File: src/rtl/rx_symbol_align_ctrl.sv
// Rx-lane symbol alignment: hunts for K28.5 in the serial stream, confirms the
// boundary over several commas, then delivers aligned 10-bit symbols.
module rx_symbol_align_ctrl #(
  parameter int unsigned LOCK_COMMAS    = 3,
  parameter int unsigned MISALIGN_LIMIT = 4,
  parameter int unsigned TIMEOUT_SYMS   = 32
) (
  input  logic       clk,
  input  logic       rst,
  input  logic       data_in,
  input  logic       bit_en,
  output logic [9:0] symbol_out,
  output logic       symbol_valid,
  output logic       symbol_is_comma,
  output logic       locked,
  output logic [1:0] align_state,
  output logic       lock_lost
);

  localparam int unsigned CW = $clog2(LOCK_COMMAS + 1);
  localparam int unsigned MW = $clog2(MISALIGN_LIMIT + 1);
  localparam int unsigned TW = $clog2(TIMEOUT_SYMS + 1);

  localparam logic [CW-1:0] LockCnt  = CW'(LOCK_COMMAS);
  localparam logic [MW-1:0] MisCnt   = MW'(MISALIGN_LIMIT);
  localparam logic [TW-1:0] TmoCnt   = TW'(TIMEOUT_SYMS);
  localparam logic [9:0]    CommaNeg = 10'b0011111010;
  localparam logic [9:0]    CommaPos = 10'b1100000101;

  typedef enum logic [1:0] {StHunt = 2'd0, StCheck = 2'd1, StLocked = 2'd2} state_e;

  state_e        state_q, state_d;
  logic [9:0]    win_q, nxt_win;
  logic [3:0]    bit_cnt_q, bit_cnt_d;
  logic [CW-1:0] comma_cnt_q, comma_cnt_d, comma_inc;
  logic [MW-1:0] mis_cnt_q, mis_cnt_d, mis_inc;
  logic [TW-1:0] tmo_cnt_q, tmo_cnt_d, tmo_inc;
  logic [9:0]    sym_q, sym_d;
  logic          valid_q, valid_d;
  logic          is_comma_q, is_comma_d;
  logic          lost_q, lost_d;
  logic          is_comma, boundary;

  assign nxt_win  = {win_q[8:0], data_in};
  assign is_comma = (nxt_win == CommaNeg) || (nxt_win == CommaPos);
  assign boundary = (bit_cnt_q == 4'd9);

  // Saturating increments; counters never wrap
  assign comma_inc = (comma_cnt_q == LockCnt) ? comma_cnt_q : comma_cnt_q + CW'(1);
  assign mis_inc   = (mis_cnt_q == MisCnt) ? mis_cnt_q : mis_cnt_q + MW'(1);
  assign tmo_inc   = (tmo_cnt_q == TmoCnt) ? tmo_cnt_q : tmo_cnt_q + TW'(1);

  always_comb begin
    state_d     = state_q;
    bit_cnt_d   = bit_cnt_q;
    comma_cnt_d = comma_cnt_q;
    mis_cnt_d   = mis_cnt_q;
    tmo_cnt_d   = tmo_cnt_q;
    sym_d       = sym_q;
    is_comma_d  = is_comma_q;
    valid_d     = 1'b0;
    lost_d      = 1'b0;

    if (bit_en) begin
      bit_cnt_d = boundary ? 4'd0 : bit_cnt_q + 4'd1;
      unique case (state_q)
        StHunt: begin
          if (is_comma) begin
            bit_cnt_d   = 4'd0;
            comma_cnt_d = CW'(1);
            tmo_cnt_d   = '0;
            state_d     = StCheck;
          end
        end
        StCheck: begin
          if (is_comma && boundary) begin
            comma_cnt_d = comma_inc;
            tmo_cnt_d   = '0;
            if (comma_inc == LockCnt) begin
              state_d    = StLocked;
              mis_cnt_d  = '0;
              sym_d      = nxt_win;
              valid_d    = 1'b1;
              is_comma_d = 1'b1;
            end
          end else if (is_comma) begin
            // Realign onto the new comma without dropping back to hunt
            bit_cnt_d   = 4'd0;
            comma_cnt_d = CW'(1);
            tmo_cnt_d   = '0;
          end else if (boundary) begin
            tmo_cnt_d = tmo_inc;
            if (tmo_inc == TmoCnt) begin
              state_d = StHunt;
            end
          end
        end
        StLocked: begin
          if (boundary) begin
            sym_d      = nxt_win;
            valid_d    = 1'b1;
            is_comma_d = is_comma;
          end
          if (is_comma && boundary) begin
            mis_cnt_d = '0;
          end else if (is_comma) begin
            mis_cnt_d = mis_inc;
            if (mis_inc == MisCnt) begin
              state_d     = StHunt;
              lost_d      = 1'b1;
              comma_cnt_d = '0;
              mis_cnt_d   = '0;
            end
          end
        end
        default: state_d = StHunt;
      endcase
    end
  end

  always_ff @(posedge clk or posedge rst) begin
    if (rst) begin
      state_q     <= StHunt;
      win_q       <= '0;
      bit_cnt_q   <= '0;
      comma_cnt_q <= '0;
      mis_cnt_q   <= '0;
      tmo_cnt_q   <= '0;
      sym_q       <= '0;
      valid_q     <= 1'b0;
      is_comma_q  <= 1'b0;
      lost_q      <= 1'b0;
    end else begin
      if (bit_en) begin
        win_q <= nxt_win;
      end
      state_q     <= state_d;
      bit_cnt_q   <= bit_cnt_d;
      comma_cnt_q <= comma_cnt_d;
      mis_cnt_q   <= mis_cnt_d;
      tmo_cnt_q   <= tmo_cnt_d;
      sym_q       <= sym_d;
      valid_q     <= valid_d;
      is_comma_q  <= is_comma_d;
      lost_q      <= lost_d;
    end
  end

  assign symbol_out      = sym_q;
  assign symbol_valid    = valid_q;
  assign symbol_is_comma = is_comma_q;
  assign locked          = (state_q == StLocked);
  assign align_state     = state_q;
  assign lock_lost       = lost_q;

endmodule

File: config.mk
export PLATFORM = sky130hd
export DESIGN_NAME = rx_symbol_align_ctrl
export DESIGN_NICKNAME = d
export VERILOG_FILES = /design/src/rtl/rx_symbol_align_ctrl.sv
export SDC_FILE = /design/constraint.sdc
export NUM_CORES = 1
export LEC_CHECK = 0
export CORE_UTILIZATION = 35
export DETAILED_ROUTE_END_ITERATION = 10
export PLACE_DENSITY = 0.56
export SYNTH_ARGS = -nofsm -noshare
export SYNTH_HDL_FRONTEND = slang
export SYNTH_SLANG_ARGS = --single-unit
File: constraint.sdc
create_clock -name clk -period 3.6 [get_ports clk]
set_clock_uncertainty 0.2 [all_clocks]
set_input_delay 0.72 -clock clk [delete_from_list [all_inputs] [get_ports clk]]
set_output_delay 0.72 -clock clk [all_outputs]
set_load 0.01 [all_outputs]
==> key figures <==
Logic synthesis
  – Post-synth top cells: sky130_fd_sc_hd__dfrtp_1, sky130_fd_sc_hd__nand2_1, sky130_fd_sc_hd__nor2_1, sky130_fd_sc_hd__o21ai_1
  – Syn Nets: 222
  – Post-synth ARST share: 100%
  – Yosys cell types: 54
  – YS warnings: 0
  – Most frequent cell after synthesis: sky130_fd_sc_hd__dfrtp_1
  – Share of the synthesized area in the top cell type: 45.2%
  – Cell accounting for the most synthesized area: sky130_fd_sc_hd__dfrtp_1
  – Instance count of the mapped netlist: 208
  – Post-Syn Area: 2160 um2
  – Cells taking the most area after synthesis: sky130_fd_sc_hd__dfrtp_1, sky130_fd_sc_hd__ha_1, sky130_fd_sc_hd__mux2_1
  – Most used flip-flop cell after synthesis: sky130_fd_sc_hd__dfrtp_1
  – Number of enable-type register cells in the synthesized netlist: 0
  – Sequential element share of the synthesized area: 45.2%
  – Average footprint of a synthesized cell: 10.4 um2
  – Seq cells post-synth: 39

Timing
  – Setup repair after global routing missed its margin: false
  – Final number of max-transition violations: 0
  – Share of the clock period used by the worst path: 78.7%
  – Pin slew with the least headroom to its limit: 597 ps
  – Worst path setup slack after routing: 767 ps
  – Hold violation count in the final report: 0
  – Hold slack: 292 ps
  – Min cycle time layout: 2830 ps
  – Relative slew slack: 60.2%
  – Post-Route Setup TNS: 0 ps
  – Final setup violation count: 0
  – Max Clk Rate: 353 MHz

Floorplanning
  – Core region area: 5920 um2
  – Top-level I/O count: 20
  – Die span in y: 80.5 um
  – Area of the die: 6480 um2
  – Initial cell density of the core: 36.5%
  – Die Width: 80.5 um
  – Count of standard-cell rows: 28

Power
  – Portion of total power attributed to the clock network: 25.1%
  – Max VDD drop: 0.000239 V
  – Leakage power total: 1.09 nW
  – Internal Dissipation: 0.793 mW
  – Sw Ratio: 35.5%
  – Switching component of the power: 0.436 mW
  – Sequential power share: 46.9%
  – Power per standard cell area: 487 nW/um2
  – Comb pwr share: 28.0%

Worst setup path
  – Crit-path max FO: 10
  – Type of the setup path with the least slack: primary input to flip-flop
  – Crit path max-delay cell type: sky130_fd_sc_hd__o21ai_2
  – CP Buf/Inv Count: 1
  – Stage delay of the slowest cell on the critical path: 490 ps
  – Worst endpoint required time: 3580 ps
  – Depth of the critical timing path with buffers and inverters included: 7
  – Arrival time worst endpoint: 2810 ps
  – Cell depth of the worst flop-to-flop path: 8
  – Cell family with most CP delay: simple AND/OR/NAND/NOR gates
  – Setup crit end kind: flip-flop
  – Startpoint Class: primary input
  – Cell chain of the critical path: clkdlybuf4s50_1 > nor4bb_1 > nand4b_1 > and2_1 > nor2_2 > o21ai_2 > mux2_1

Route
  – Detailed Routing Iterations Pass 1: 4
  – Initial drt markers: 67
  – Via density: 5.35
  – Mean routed wirelength per cell: 14.1 um
  – Remaining DRCs: 0
  – Overall routed net length: 4300 um
  – Routed vias: 1637
  – Antenna Violating Nets Remaining: 0

Clocking
  – Clk sinks: 39
  – Clock tree from TritonCTS: done
  – Clock latency of the later-clocked register in the worst-skew pair: 290 ps
  – Clk pin slew, worst setup/hold paths: 90 ps
  – Quantity of hold-fixing buffers added after cts: 0
  – Maximum level of the CTS H-tree: 2
  – Count of instances resized after the clock tree is built: 0
  – Worst-case clock buffer depth: 2
  – Post-CTS setup-driven buffer insertion count: 0
  – TritonCTS Buffers: 5
  – Root cell of the clock tree: sky130_fd_sc_hd__clkbuf_8

Status
  – Status: complete, no violations

Place
  – Minimum setup slack after placement: 433 ps
  – Count of input and output buffers: 19
  – Area of placed instances: 2430 um2
  – Global placer's final weighted congestion: 0.816
  – Post-detailed-placement half-perimeter wirelength: 3090 um

Finish
  – Net count reported at finish: 244
  – Final core area utilization: 42.7%
  – Synth-to-layout area growth: 17.0%
  – Design area: 2530 um2
  – Fraction of final layout cells with drive strength greater than 1: 10.8%
  – Final antenna diode count: 0

Global route
  – Largest net degree at the start of global routing: 40
  – Initial antenna violation count: 0
  – First-pass GRT wire length: 7630 um
  – Vias in the first global route: 1609
  – Overall overflow remaining after global route: 0
  – GRT Overall Usage: 15.3%

Hold path
  – Hold Path Depth: 1
  – Hold crit path type: flip-flop to flip-flop

Flow run
  – Count of maximum capacitance violations: 0
-- sequential cells by signal, summed over array words and instances (netlist names) --
| signal | cells |
|---|---|
| symbol_is_comma | 1 |
| lock_lost | 1 |
| tmo_cnt_q | 6 |
| comma_cnt_q | 2 |
| win_q | 9 |
| symbol_valid | 1 |
| symbol_out | 10 |
| bit_cnt_q | 4 |
| mis_cnt_q | 3 |
| align_state | 2 |
-- placed cells by master, fill, tap and decap left out, drive strengths merged, types with 3 or more instances in the layout --
cell / n
dfrtp: 39
mux2: 20
clkdlybuf4s50: 19
o21ai: 17
nand2: 14
nor2: 13
inv: 12
ha: 10
a21oi: 8
nand3: 8
nand2b: 7
clkbuf: 5
or4: 4
nor4bb: 3
o31ai: 3
or3: 3
o221ai: 3
-- per-stage QoR --
step	std cells	total power, mW
6_report	306	1.23
3_3_place_gp	298	0.929
4_1_cts	306	1.25
5_1_grt	306	1.32
2_1_floorplan	208	0.832
3_5_place_dp	298	0.932
-- final timing paths --
check | endpoint | startpoint | slack, ps
worst max register to register | align_state[0]$_DFFE_PP0P_ | mis_cnt_q[0]$_DFFE_PP0P_ | 890
worst min-delay path | symbol_out[7]$_DFFE_PP0P_ | symbol_out[7]$_DFFE_PP0P_ | 290
max in group asynchronous | mis_cnt_q[2]$_DFFE_PP0P_ | rst | 2220
worst min register to register | symbol_out[7]$_DFFE_PP0P_ | symbol_out[7]$_DFFE_PP0P_ | 290
worst max-delay path | symbol_out[2]$_DFFE_PP0P_ | data_in | 770
min in group asynchronous | bit_cnt_q[3]$_DFFE_PP0P_ | rst | 640
-- power groups by stage --
stage / registers, mW / clock network, mW / logic (mW)
2_1_floorplan: 0.566 / 0 / 0.266
3_3_place_gp: 0.585 / 0 / 0.344
3_5_place_dp: 0.586 / 0 / 0.346
4_1_cts: 0.577 / 0.323 / 0.348
5_1_grt: 0.593 / 0.332 / 0.395
6_report: 0.576 / 0.309 / 0.344
-- layer usage --
metal / global-route usage [%] / up-vias / share of wire, % / wire, um
met5: 0 / - / 0 / 0
met4: 5.71 / 0 / 1.7 / 71
met3: 2.95 / 6 / 4.4 / 191
met2: 23.9 / 45 / 44 / 1900
met1: 20.8 / 778 / 50 / 2130
li1: - / 808 / - / -
-- kinds of logic after synthesis --
| logic type | Yosys count | share of synthesized area, % |
|---|---|---|
| AND/OR/NAND/NOR | 70 | 18.7 |
| AO/OA/AOI/OAI | 49 | 15.5 |
| flip-flops | 39 | 45.2 |
| multiplexers | 22 | 11.4 |
| buffers and inverters | 17 | 3.01 |
| adder cells (fa/ha/maj) | 10 | 5.80 |
| XOR/XNOR | 1 | 0.406 |
-- worst register-to-register path: cells and delay by family, from the launching register on --
family / cells / cell delay [ps]
AO/OA/AOI/OAI: 4 / 950
flip-flops: 1 / 390
AND/OR/NAND/NOR: 1 / 380
multiplexers: 1 / 330
adder cells (fa/ha/maj): 1 / 250
buffers and inverters: 1 / 100
-- cell type report --
| cell class | instances | area [um2] |
|---|---|---|
| clock buffers | 5 | 68.8 |
| clock inverters | 3 | 23.8 |
| fillers | 583 | 3390 |
| inverters | 11 | 41.3 |
| multi-input cells | 152 | 1120 |
| flip-flops and latches | 39 | 976 |
| well taps | 75 | 93.8 |
| repair buffers | 21 | 205 |
Power figures use the tool's default switching activity.
